$ cat src/rtl/p2s_tx_scheduler.sv
`timescale 1ns/1ps
// Round-robin two-source transmit scheduler: accepts one word in IDLE,
// shifts it out MSB-first, then holds the line idle for GAP cycles.
module p2s_tx_scheduler #(
  parameter int WIDTH = 4,
  parameter int GAP   = 1
) (
  input  logic             clk,
  input  logic             rst,
  input  logic             req0_valid,
  input  logic [WIDTH-1:0] req0_data,
  output logic             req0_ready,
  input  logic             req1_valid,
  input  logic [WIDTH-1:0] req1_data,
  output logic             req1_ready,
  output logic             serial_out,
  output logic             serial_valid,
  output logic             first_bit,
  output logic             grant_id,
  output logic             busy
);

  localparam int MAXC = (WIDTH > GAP) ? WIDTH : GAP;
  localparam int CW   = $clog2(MAXC + 1);
  localparam logic [CW-1:0] LAST_BIT = CW'(WIDTH - 1);
  localparam logic [CW-1:0] LAST_GAP = CW'((GAP > 0) ? GAP - 1 : 0);

  typedef enum logic [1:0] {ST_IDLE, ST_SHIFT, ST_GAP} state_t;

  state_t           state, state_next;
  logic [WIDTH-1:0] shreg;
  logic [CW-1:0]    cnt;
  logic             last_grant;
  logic             grant_q;
  logic             win1;
  logic             accept;

  // Requester 1 wins when it is the only one valid, or on a tie when 0 went last.
  assign win1 = req1_valid && (!req0_valid || !last_grant);

  // NOTE: every signal driven here gets a default first, so no path can infer a latch.
  always_comb begin
    state_next = state;
    req0_ready = 1'b0;
    req1_ready = 1'b0;
    accept     = 1'b0;
    case (state)
      ST_IDLE: begin
        if (!rst) begin
          req0_ready = req0_valid && !win1;
          req1_ready = win1;
        end
        accept = req0_valid || req1_valid;
        if (accept) state_next = ST_SHIFT;
      end
      ST_SHIFT: begin
        if (cnt == LAST_BIT) state_next = (GAP > 0) ? ST_GAP : ST_IDLE;
      end
      ST_GAP: begin
        if (cnt == LAST_GAP) state_next = ST_IDLE;
      end
      default: state_next = ST_IDLE;
    endcase
  end

  // NOTE: sequential state uses non-blocking assignments so all registers update together.
  always_ff @(posedge clk or posedge rst) begin
    if (rst) state <= ST_IDLE;
    else     state <= state_next;
  end

  // NOTE: shreg is a plain register, not a memory, so it is cleared on reset like the rest.
  always_ff @(posedge clk or posedge rst) begin
    if (rst) begin
      shreg      <= '0;
      cnt        <= '0;
      grant_q    <= 1'b0;
      last_grant <= 1'b1;
    end else begin
      case (state)
        ST_IDLE: begin
          if (accept) begin
            shreg      <= win1 ? req1_data : req0_data;
            grant_q    <= win1;
            last_grant <= win1;
            cnt        <= '0;
          end
        end
        ST_SHIFT: begin
          shreg <= {shreg[WIDTH-2:0], 1'b0};
          cnt   <= (cnt == LAST_BIT) ? '0 : cnt + 1'b1;
        end
        ST_GAP: begin
          cnt <= (cnt == LAST_GAP) ? '0 : cnt + 1'b1;
        end
        default: cnt <= '0;
      endcase
    end
  end

  // Decoded from state so an asynchronous reset clears the line without a clock.
  assign serial_valid = (state == ST_SHIFT);
  assign serial_out   = serial_valid && shreg[WIDTH-1];
  assign first_bit    = serial_valid && (cnt == '0);
  assign busy         = (state != ST_IDLE);
  assign grant_id     = grant_q;

endmodule

$ cat config.mk
export PLATFORM = sky130hd
export DESIGN_NAME = p2s_tx_scheduler
export DESIGN_NICKNAME = d
export VERILOG_FILES = /design/src/rtl/p2s_tx_scheduler.sv
export SDC_FILE = /design/constraint.sdc
export NUM_CORES = 1
export LEC_CHECK = 0
export CORE_MARGIN = 3
export CORE_UTILIZATION = 44
export CTS_BUF_LIST = sky130_fd_sc_hd__clkbuf_4 sky130_fd_sc_hd__clkbuf_8
export CTS_CLUSTER_DIAMETER = 60
export DETAILED_ROUTE_END_ITERATION = 10
export MAX_ROUTING_LAYER = met4
export PLACE_DENSITY = 0.74
export SLEW_MARGIN = 30
export SYNTH_ARGS = -nofsm -noshare
export SYNTH_HDL_FRONTEND = slang
export SYNTH_SLANG_ARGS = --single-unit
$ cat constraint.sdc
create_clock -name clk -period 1.57 [get_ports clk]
set_clock_uncertainty 0.05 [all_clocks]
set_input_delay 0.314 -clock clk [delete_from_list [all_inputs] [get_ports clk]]
set_output_delay 0.314 -clock clk [all_outputs]
set_load 0.005 [all_outputs]
After elaboration in Yosys (flattened, before gate mapping). Cells that the tools add are included.

Equal/unequal tests: 7. Reduce and logical (&&, ||, !) cells: 16. Mux-type cells: 16. $add $sub $neg: 1.

Operators by type and width (number): 2-to-1 mux 3 bit (3); one-hot mux 3 bit (3 select lines) (1); 2-to-1 mux 4 bit (2); one-hot mux 4 bit (2 select lines) (1); 2-to-1 mux 2 bit (3); != test 2 bit (second input constant) (3); one-hot mux 2 bit (3 select lines) (1); 2-to-1 mux 1 bit (5); logical AND 1 bit (4); AND reduction 2 bit (2); nonzero test 2 bit (2); adder 3 x 1 -> 3 bit (second input constant) (1); == test 3 x 2 -> 1 bit (second input constant) (1); logical NOT 1 bit (3); logical NOT 3 bit (1); AND reduction 3 bit (1); == test 2 x 1 -> 1 bit (second input constant) (1); == test 2 bit (second input constant) (1); logical NOT 2 bit (1); logical OR 1 bit (2); != test 2 x 1 -> 1 bit (second input constant) (1).

Bits of input ports: 12. Register bits after elaboration: 11. Output and inout bits: 7. Logic and storage cells: 45.

Longest topological paths before layout. Gate-level depths: netlist of run 1.

Word-level depth: 7. Depth in mapped cells: 7. Gate-level depth less buffers: 5.

Least setup slack after synthesis of run 1. OpenSTA, ideal clock, no wires.

Path type: reg-to-reg. From: register state[0]. To: register shreg[1]. Buffers on the path: 2. Setup time: 150 ps. Data required time: 1370 ps. Data arrival time: 1440 ps. Cell stages (with the launch flop): 8. Setup slack: -70 ps. Path through: dfrtp_1 -> inv_1 -> ha_1 -> buf_4 -> or3b_1 -> clkbuf_1 -> a21oi_1 -> a221oi_1.

Word-level cells in the longest chain between the ends: 4. Elaborated cells on any way between the ends: 7. Those cells by class: eq/ne (2); mux (2); reduce/logical (3).

Ends and longest elaborated chain: from (decl) (RTL line 30) `state_t state, state_next;`; from (signal assigned) (RTL line 69) `else state <= state_next;`; logical NOT 2 bit (RTL line 47, 80); 2-to-1 mux 1 bit (RTL line 47) `case (state)`; != test 2 bit (no source line); AND reduction 2 bit (no source line); to (signal assigned) (RTL line 83) `shreg <= win1 ? req1_data : req0_data;`; to (signal assigned) (RTL line 90) `shreg <= {shreg[WIDTH-2:0], 1'b0};`; to (decl) (RTL line 31) `logic [WIDTH-1:0] shreg;`.

Parallel ways exist; a longest one is shown, timed or not. A chain may end at the register's enable or synchronous reset.

Worst setup path in the final report of run 1.
From: register state[1]. To: output req0_ready.

Word-level cells in the longest chain between the ends: 2.

Ends and longest elaborated chain: logical NOT 2 bit (RTL line 47); 2-to-1 mux 1 bit (RTL line 47); to (decl) (RTL line 12) `output logic req0_ready,`.

No other way between the ends.

==> metrics.json, run 1 <==
{
  "outcome": {
    "run_status": "complete, but fails checks",
    "violations": "negative setup slack"
  },
  "setup_path": {
    "critical_path_peak_fanout": 5,
    "cp_slowest_stage_delay_ns": 0.40,
    "critPathCapture": "req0_ready",
    "startpoint_type": "register",
    "timing.critical_path.depth": 6,
    "worst_ep_required_ns": 1.21,
    "crit_path_start": "state[1]",
    "worstPathBufferInverterCount": 3,
    "critical-path-slowest-cell": "sky130_fd_sc_hd__dfrtp_1",
    "arr_time_crit_path_ns": 1.37,
    "worst-setup-path-type": "reg -> out",
    "critical_path.reg2reg.endpoint": "shreg[3]",
    "path_delay_family": "flip-flops",
    "timing.critical_path.cells": "inv_2, ha_4, buf_6, nand2_2, nor3_2, buf_2",
    "worst-r2r-setup-slack_ns": -0.13,
    "regToRegStartpoint": "state[1]",
    "cp-end-kind": "output pin",
    "ff2ff_path_depth": 6
  },
  "logic_synthesis": {
    "yosys-top-cells-area": "sky130_fd_sc_hd__dfrtp_1, sky130_fd_sc_hd__ha_1, sky130_fd_sc_hd__inv_1",
    "post_synth_instance_area_sq_um": 723,
    "avgSynthCellArea_sq_um": 9.52,
    "yosys.area_share.simple_pct": 13.8,
    "synth.top_cell.area_share_pct": 34.6,
    "synth-main-ff-cell": "sky130_fd_sc_hd__dfrtp_1",
    "post-synth-top-area-cell": "sky130_fd_sc_hd__dfrtp_1",
    "synth_common_cells": "sky130_fd_sc_hd__inv_1, sky130_fd_sc_hd__dfrtp_1, sky130_fd_sc_hd__ha_1",
    "netlist_instances": 76,
    "number_of_distinct_library_cell_variants_in_the_gate_level_netlist_after_synthesis": 32,
    "yosysMostFrequentCell": "sky130_fd_sc_hd__inv_1",
    "main_combinational_cell_family_by_area_after_synthesis": "compound AO/OA/AOI/OAI gates",
    "post_synthesis_mux_area_share_pct": 5.71,
    "yosys_register_bits": 11,
    "synth-async-reset-ratio_pct": 100,
    "synth-seq-area-share_pct": 38.2,
    "synth_xor_area_share_pct": 0,
    "synth-edff-count": 0,
    "syn-num-nets": 95,
    "fraction_of_the_mapped_netlist_area_in_compound_gates_pct": 21.8,
    "synthAdderAreaFrac_pct": 12.1,
    "synth-warning-count": 0
  },
  "cells_and_area": {
    "layout-drive-gt1-share_pct": 52.8,
    "num_antenna_cells": 0,
    "fillCellCount": 88,
    "area_delta_synth_final_pct": 76.1,
    "nNetsFinal": 143
  },
  "global_route": {
    "grtUsageTotal_pct": 20.9,
    "grt_pass1_vias": 706,
    "antenna_found_initial": 0,
    "global_route_wire_length_before_repair_mm": 2.96,
    "grt_overflow": 0,
    "grt_start_max_net_pins": 12
  },
  "clocking": {
    "cts.reportedPaths.clkPinSlew_ns": 0.08,
    "clock_sink_count": 11,
    "clock_tree.buffer_depth": 2,
    "cts-htree-levels": 1,
    "cts-root-buf": "sky130_fd_sc_hd__clkbuf_4",
    "cts_tree": "done",
    "numCtsBuffers": 3,
    "clk_latency_ns": 0.28
  },
  "routing": {
    "avgRoutedWirePerCell_um": 15.5,
    "antenna_left": 0,
    "drt_wl_total_mm": 2.16,
    "detail_route.vias_per_cell": 5.36,
    "drtPass1Iterations": 3,
    "vias": 745,
    "dr.first_iter.drc_count": 11,
    "number_of_remaining_drc_errors": 0
  },
  "sta": {
    "clock.fmax_mhz": 577,
    "timing.final.ws_setup_ns": -0.163,
    "relative_slew_slack_pct": 74.7,
    "final.min_clock_period_ns": 1.73,
    "report.final.slew_viol_count": 0,
    "worstMarginPinSlew_ns": 0.377,
    "timing_hold_violations_final": 0,
    "final-setup-viol-count": 12,
    "layout_worst_path_cycle_share_pct": 110,
    "rsz0062_at_grt": "yes",
    "fin_setup_tns_ns": -1.12
  },
  "power_and_ir_drop": {
    "cellLeakagePower_nw": 0.608,
    "power.density_nw_per_um2": 1770,
    "vdd_ir_drop_max_mv": 1.07,
    "report.power.total_mw": 2.26
  },
  "run": {
    "max-cap-violations": 0
  },
  "die": {
    "num_rows": 14,
    "starting_density_pct": 47.5,
    "chipHeight_um": 46.5,
    "io-pin-count": 19,
    "die_width_um": 46.5,
    "core-area_sq_um": 1520,
    "floorplan.die_area_sq_um": 2170
  },
  "place": {
    "placer_congestion_estimate": 0.731,
    "place.port_buffers": 18,
    "dpl.hpwl_mm": 1.30,
    "place_ws_ns": -0.472
  },
  "worst_hold_path": {
    "worstHoldPathType": "in -> async"
  }
}
==> area by class of cell <==
class,instances,area [sq um],area share [%]
timing repair buffer,45,395,31.0
tap,16,20.0,1.57
inverter,13,51.3,4.03
clock buffer,4,30.0,2.36
sequential,11,277,21.7
multi-input combinational,50,500,39.3
==> metal layers <==
layer | vias to the layer above | track usage [%] | wire length [um]
li1 | 365 | - | -
met1 | 360 | 20.8 | 904
met2 | 15 | 36.0 | 1170
met3 | 5 | 8.20 | 70
met4 | 0 | 8.52 | 21
met5 | - | - | 0
==> cell families (layout without fill, tap and decap cells) <==
group | Yosys count | after routing
buffers and inverters | 15 | 62
and+or+nand+nor | 17 | 17
muxes | 4 | 4
AOI/OAI and AO/OA | 22 | 22
DFF | 11 | 11
adders and majority gates | 7 | 7
==> tightest hold or removal path: cells and delay by family <==
family	cells	cell delay [ns]
buf+inv	3	0.76
==> sequential cells by signal, summed over array words and instances (netlist names) <==
signal and count:
grant_id 1, last_grant 1, shreg 4, state 2, cnt 3
==> worst min path at each step <==
stage	to	slack, ns	cells past startpoint
2_1_floorplan	cnt[0]	0.12	1
3_3_place_gp	grant_id	0.44	1
3_5_place_dp	grant_id	0.44	1
4_1_cts	shreg[2]	0.32	3
5_1_grt	shreg[2]	0.38	3
6_report	shreg[2]	0.38	3
==> through the flow <==
| step | hold WS (ns) | cell area [sq um] | cells | util, % |
|---|---|---|---|---|
| finish | 0.381 | 1270 | 139 | 83.6 |
| global route | 0.381 | 1270 | 139 | 83.6 |
| CTS | 0.322 | 1210 | 137 | 79.1 |
| detailed placement | 0.439 | 1080 | 126 | 70.9 |
| global placement | 0.436 | 1080 | 126 | 70.9 |
| floorplan | 0.121 | 769 | 76 | - |
==> power breakdown <==
part / internal (mW) / switching (mW) / leakage [nW]
clock: 0.116 / 0.101 / 0.0184
sequential: 0.407 / 0.0742 / 0.136
combinational: 0.915 / 0.647 / 0.453
==> cells in the final DEF, fill, tap and decap left out, types with 2 or more instances in the layout <==
master / Yosys / final
sky130_fd_sc_hd__clkbuf_4: 0 / 4
sky130_fd_sc_hd__mux2i_1: 3 / 3
sky130_fd_sc_hd__nor3_2: 0 / 2
sky130_fd_sc_hd__buf_2: 0 / 3
sky130_fd_sc_hd__and3_1: 2 / 2
sky130_fd_sc_hd__clkdlybuf4s50_1: 0 / 10
sky130_fd_sc_hd__dlygate4sd2_1: 0 / 2
sky130_fd_sc_hd__a221oi_2: 0 / 3
sky130_fd_sc_hd__a21oi_2: 0 / 5
sky130_fd_sc_hd__buf_4: 1 / 20
sky130_fd_sc_hd__nand3_1: 2 / 2
sky130_fd_sc_hd__inv_1: 13 / 10
sky130_fd_sc_hd__a211oi_2: 0 / 2
sky130_fd_sc_hd__o22ai_1: 3 / 3
sky130_fd_sc_hd__dfrtp_1: 10 / 10
sky130_fd_sc_hd__and2_4: 1 / 2
sky130_fd_sc_hd__ha_4: 0 / 2
sky130_fd_sc_hd__inv_2: 0 / 2
sky130_fd_sc_hd__ha_1: 7 / 4
sky130_fd_sc_hd__buf_6: 0 / 10
==> timing repair <==
item | 4_1_cts | 5_1_grt
setup endpoints to repair | 14 | 15
hold buffers | 0 | 0
gates resized for setup | 45 | 13
setup buffers | 7 | 2
pin swaps | 4 | 8
Note: power is estimated with default switching activity, not from simulation.
==> inputs of run 2 (changes only) <==
--- a/config.mk
+++ b/config.mk
@@ -10,6 +10,7 @@
 export CTS_BUF_LIST = sky130_fd_sc_hd__clkbuf_4 sky130_fd_sc_hd__clkbuf_8
 export CTS_CLUSTER_DIAMETER = 60
 export DETAILED_ROUTE_END_ITERATION = 10
+export GPL_ROUTABILITY_DRIVEN = 0
 export MAX_ROUTING_LAYER = met4
 export PLACE_DENSITY = 0.74
 export SLEW_MARGIN = 30
==> results of run 2 <==
The final DEF is identical to that of run 1; final timing and power are the same.
==> inputs of run 3 (changes only) <==
==> constraint.sdc (replaced) <==
create_clock -name clk -period 1.43 [get_ports clk]
set_clock_uncertainty 0.05 [all_clocks]
set_input_delay 0.286 -clock clk [delete_from_list [all_inputs] [get_ports clk]]
set_output_delay 0.286 -clock clk [all_outputs]
set_load 0.005 [all_outputs]
==> metrics.json, run 3 (synthesized netlist as in run 1, its figures left out) <==
{
  "outcome": {
    "run_status": {"value": "complete, but fails checks", "change": "unchanged"},
    "violations": {"value": "negative setup slack", "change": "unchanged"}
  },
  "setup_path": {
    "worst_ep_required": {"value": 1.55, "unit": "ns", "change": "was 1.21 ns"},
    "critical-path-slowest-cell": {"value": "sky130_fd_sc_hd__dfrtp_1", "change": "unchanged"},
    "worst-setup-path-type": {"value": "reg -> reg", "change": "was reg -> out"},
    "cp_slowest_stage_delay": {"value": 0.39, "unit": "ns", "change": "was 0.40 ns"},
    "path_delay_family": {"value": "simple AND/OR/NAND/NOR gates", "change": "was flip-flops"},
    "startpoint_type": {"value": "register", "change": "unchanged"},
    "arr_time_crit_path": {"value": 1.80, "unit": "ns", "change": "was 1.37 ns"},
    "critical_path_peak_fanout": {"value": 7, "change": "was 5"},
    "cp-end-kind": {"value": "register", "change": "was output pin"},
    "worstPathBufferInverterCount": {"value": 2, "change": "was 3"},
    "timing.critical_path.cells": {"value": "inv_2, ha_4, buf_6, or3b_4, and2_4, a221oi_2", "change": "was inv_2, ha_4, buf_6, nand2_2, nor3_2, buf_2"}
  },
  "sta": {
    "final.min_clock_period_ns": 1.68,
    "worstMarginPinSlew": {"value": 0.386, "unit": "ns", "change": "was 0.377 ns"},
    "final.hold.worst_slack": {"value": 0.347, "unit": "ns", "change": "was 0.381 ns"},
    "rsz0062_at_grt": {"value": "yes", "change": "unchanged"},
    "clock.fmax_mhz": 596,
    "final-setup-viol-count": {"value": 15, "change": "was 12"},
    "fin_setup_tns": {"value": -2.54, "unit": "ns", "change": "was -1.12 ns"},
    "layout_worst_path_cycle_share_pct": 117,
    "timing_hold_violations_final": {"value": 0, "change": "unchanged"},
    "report.final.slew_viol_count": {"value": 0, "change": "unchanged"},
    "timing.final.ws_setup": {"value": -0.248, "unit": "ns", "change": "was -0.163 ns"},
    "relative_slew_slack": {"value": 74.1, "unit": "%", "change": "was 74.7%"}
  },
  "clocking": {
    "clock_tree.buffer_depth": {"value": 2, "change": "unchanged"},
    "cts-root-buf": {"value": "sky130_fd_sc_hd__clkbuf_4", "change": "unchanged"},
    "cts-htree-levels": {"value": 1, "change": "unchanged"},
    "clock_sink_count": {"value": 11, "change": "unchanged"},
    "numCtsBuffers": {"value": 3, "change": "unchanged"},
    "post_cts_hold_buffer_count": {"value": 0, "change": "unchanged"},
    "cts.reportedPaths.clkPinSlew": {"value": 0.08, "unit": "ns", "change": "about the same"},
    "clk_latency": {"value": 0.26, "unit": "ns", "change": "was 0.28 ns"},
    "cts_tree": {"value": "done", "change": "unchanged"}
  },
  "die": {
    "die_width": {"value": 46.5, "unit": "um", "change": "unchanged"},
    "io-pin-count": {"value": 19, "change": "unchanged"},
    "starting_density": {"value": 47.5, "unit": "%", "change": "unchanged"},
    "floorplan.die_area": {"value": 2170, "unit": "sq um", "change": "unchanged"},
    "chipHeight": {"value": 46.5, "unit": "um", "change": "unchanged"},
    "num_rows": {"value": 14, "change": "unchanged"},
    "core-area": {"value": 1520, "unit": "sq um", "change": "unchanged"}
  },
  "cells_and_area": {
    "largest_reg_flops": {"value": 4, "change": "unchanged"},
    "num_antenna_cells": {"value": 0, "change": "unchanged"},
    "top_register": {"value": "shreg", "change": "unchanged"},
    "finalInstanceArea": {"value": 1270, "unit": "sq um", "change": "about the same"},
    "layout-drive-gt1-share": {"value": 53.2, "unit": "%", "change": "was 52.8%"},
    "instances_no_fill": {"value": 140, "change": "was 139"},
    "final_core_utilization": {"value": 83.4, "unit": "%", "change": "was 83.6%"},
    "nNetsFinal": {"value": 144, "change": "was 143"},
    "biggestRegsByFlops": {"value": "shreg x4, cnt x3, state x2", "change": "unchanged"},
    "final_cell_mix": {"value": "sky130_fd_sc_hd__buf_4, sky130_fd_sc_hd__inv_1, sky130_fd_sc_hd__dfrtp_1, sky130_fd_sc_hd__clkdlybuf4s50_1", "change": "was sky130_fd_sc_hd__buf_4, sky130_fd_sc_hd__inv_1, sky130_fd_sc_hd__dfrtp_1, sky130_fd_sc_hd__clkdlybuf4s50_1, sky130_fd_sc_hd__buf_6"},
    "area_delta_synth_final": {"value": 75.8, "unit": "%", "change": "was 76.1%"},
    "fillCellCount": {"value": 87, "change": "was 88"},
    "layout_commonest_cell": {"value": "sky130_fd_sc_hd__buf_4", "change": "unchanged"}
  },
  "power_and_ir_drop": {
    "power.sequential.fraction": {"value": 22.6, "unit": "%", "change": "was 21.3%"},
    "power.density": {"value": 1830, "unit": "nW/um^2", "change": "was 1770 nW/um^2"},
    "cellLeakagePower": {"value": 0.607, "unit": "nW", "change": "was 0.608 nW"},
    "net_switching_component_of_the_power": {"value": 0.863, "unit": "mW", "change": "was 0.822 mW"},
    "power.share.combinational": {"value": 67.4, "unit": "%", "change": "was 69.1%"},
    "portion_of_total_power_attributed_to_the_clock_network": {"value": 10.0, "unit": "%", "change": "was 9.6%"},
    "report.power.total": {"value": 2.33, "unit": "mW", "change": "was 2.26 mW"},
    "vdd_ir_drop_max": {"value": 1.20, "unit": "mV", "change": "was 1.07 mV"},
    "sw_frac_of_total": {"value": 37.1, "unit": "%", "change": "was 36.4%"},
    "power_report.internal_total": {"value": 1.46, "unit": "mW", "change": "was 1.44 mW"}
  },
  "global_route": {
    "global_route_wire_length_before_repair": {"value": 3.05, "unit": "mm", "change": "was 2.96 mm"},
    "antenna_found_initial": {"value": 0, "change": "unchanged"},
    "grt_overflow": {"value": 0, "change": "unchanged"},
    "grt_start_max_net_pins": {"value": 12, "change": "unchanged"},
    "grt_pass1_vias": {"value": 729, "change": "was 706"},
    "grtUsageTotal": {"value": 20.3, "unit": "%", "change": "was 20.9%"}
  },
  "place": {
    "place_ws": {"value": -0.569, "unit": "ns", "change": "was -0.472 ns"},
    "place.port_buffers": {"value": 18, "change": "unchanged"},
    "place_inst": {"value": 127, "change": "was 126"},
    "dpl.hpwl": {"value": 1.37, "unit": "mm", "change": "was 1.30 mm"},
    "placed_area": {"value": 1090, "unit": "sq um", "change": "was 1080 sq um"}
  },
  "routing": {
    "detail_route.vias_per_cell": {"value": 5.21, "change": "was 5.36"},
    "antenna_left": {"value": 0, "change": "unchanged"},
    "avgRoutedWirePerCell": {"value": 14.7, "unit": "um", "change": "was 15.5 um"},
    "drt_wl_total": {"value": 2.05, "unit": "mm", "change": "was 2.16 mm"},
    "dr.first_iter.drc_count": {"value": 16, "change": "was 11"},
    "number_of_remaining_drc_errors": {"value": 0, "change": "unchanged"},
    "drtPass1Iterations": {"value": 4, "change": "was 3"},
    "vias": {"value": 729, "change": "was 745"}
  },
  "worst_hold_path": {
    "worstHoldPathType": {"value": "in -> async", "change": "unchanged"}
  },
  "run": {
    "max-cap-violations": {"value": 0, "change": "unchanged"}
  }
}
-- run 3: changes by cell type in the layout (fill, tap and decap cells not counted), sizes merged --
cell	previous run	this run
clkdlybuf4s50	10	9
dlygate4sd2	2	3
clkdlybuf4s15	0	1
-- run 3: worst paths after layout --
kind,from,slack [ns],depth (start not counted),end
worst min register to register,grant_id,0.46,1,grant_id
worst min-delay path,rst,0.35,3,state[1]
min in group clk,grant_id,0.46,1,grant_id
worst max-delay path,state[0],-0.25,6,shreg[1]
max in group asynchronous,rst,0.76,3,last_grant
worst max register to register,state[0],-0.25,6,shreg[1]
-- run 3: final cells by class --
| type | count | area [sq um] | area share [%] |
|---|---|---|---|
| multi-input cells | 50 | 512 | 40.3 |
| inverters | 13 | 51.3 | 4.04 |
| well taps | 16 | 20.0 | 1.57 |
| clock buffers | 4 | 30.0 | 2.36 |
| flip-flops and latches | 11 | 277 | 21.8 |
| repair buffers | 46 | 382 | 30.0 |
-- run 3: layer usage --
layer  vias to the layer above  track usage (%)  wire (um)
met5                         -                -          0
met4                         0             5.11         11
met3                         2             2.73         71
met2                        12             36.5       1050
met1                       351             23.4        916
li1                        364                -          -
-- run 3: timing repair --
| item | 4_1_cts | 5_1_grt |
|---|---|---|
| cloned | 0 | 0 |
| setup buffers | 7 | 3 |
| resized for setup | 44 | 10 |
| endpoints found under the setup margin | 15 | 15 |
| pin swaps | 8 | 5 |
-- run 3: worst reg2reg max path, cell delays in order, from the launching register on --
cell	delay [ns]
sky130_fd_sc_hd__dfrtp_1	0.39
sky130_fd_sc_hd__inv_2	0.08
sky130_fd_sc_hd__ha_4	0.14
sky130_fd_sc_hd__buf_6	0.12
sky130_fd_sc_hd__or3b_4	0.40
sky130_fd_sc_hd__and2_4	0.17
sky130_fd_sc_hd__a221oi_2	0.24
-- run 3: power by group through the flow --
stage	clock, mW	combinational (mW)	sequential [mW]
CTS	0.245	1.41	0.522
global route	0.251	1.68	0.538
detailed placement	0	1.24	0.528
global placement	0	1.22	0.519
floorplan	0	0.717	0.518
finish	0.233	1.57	0.527
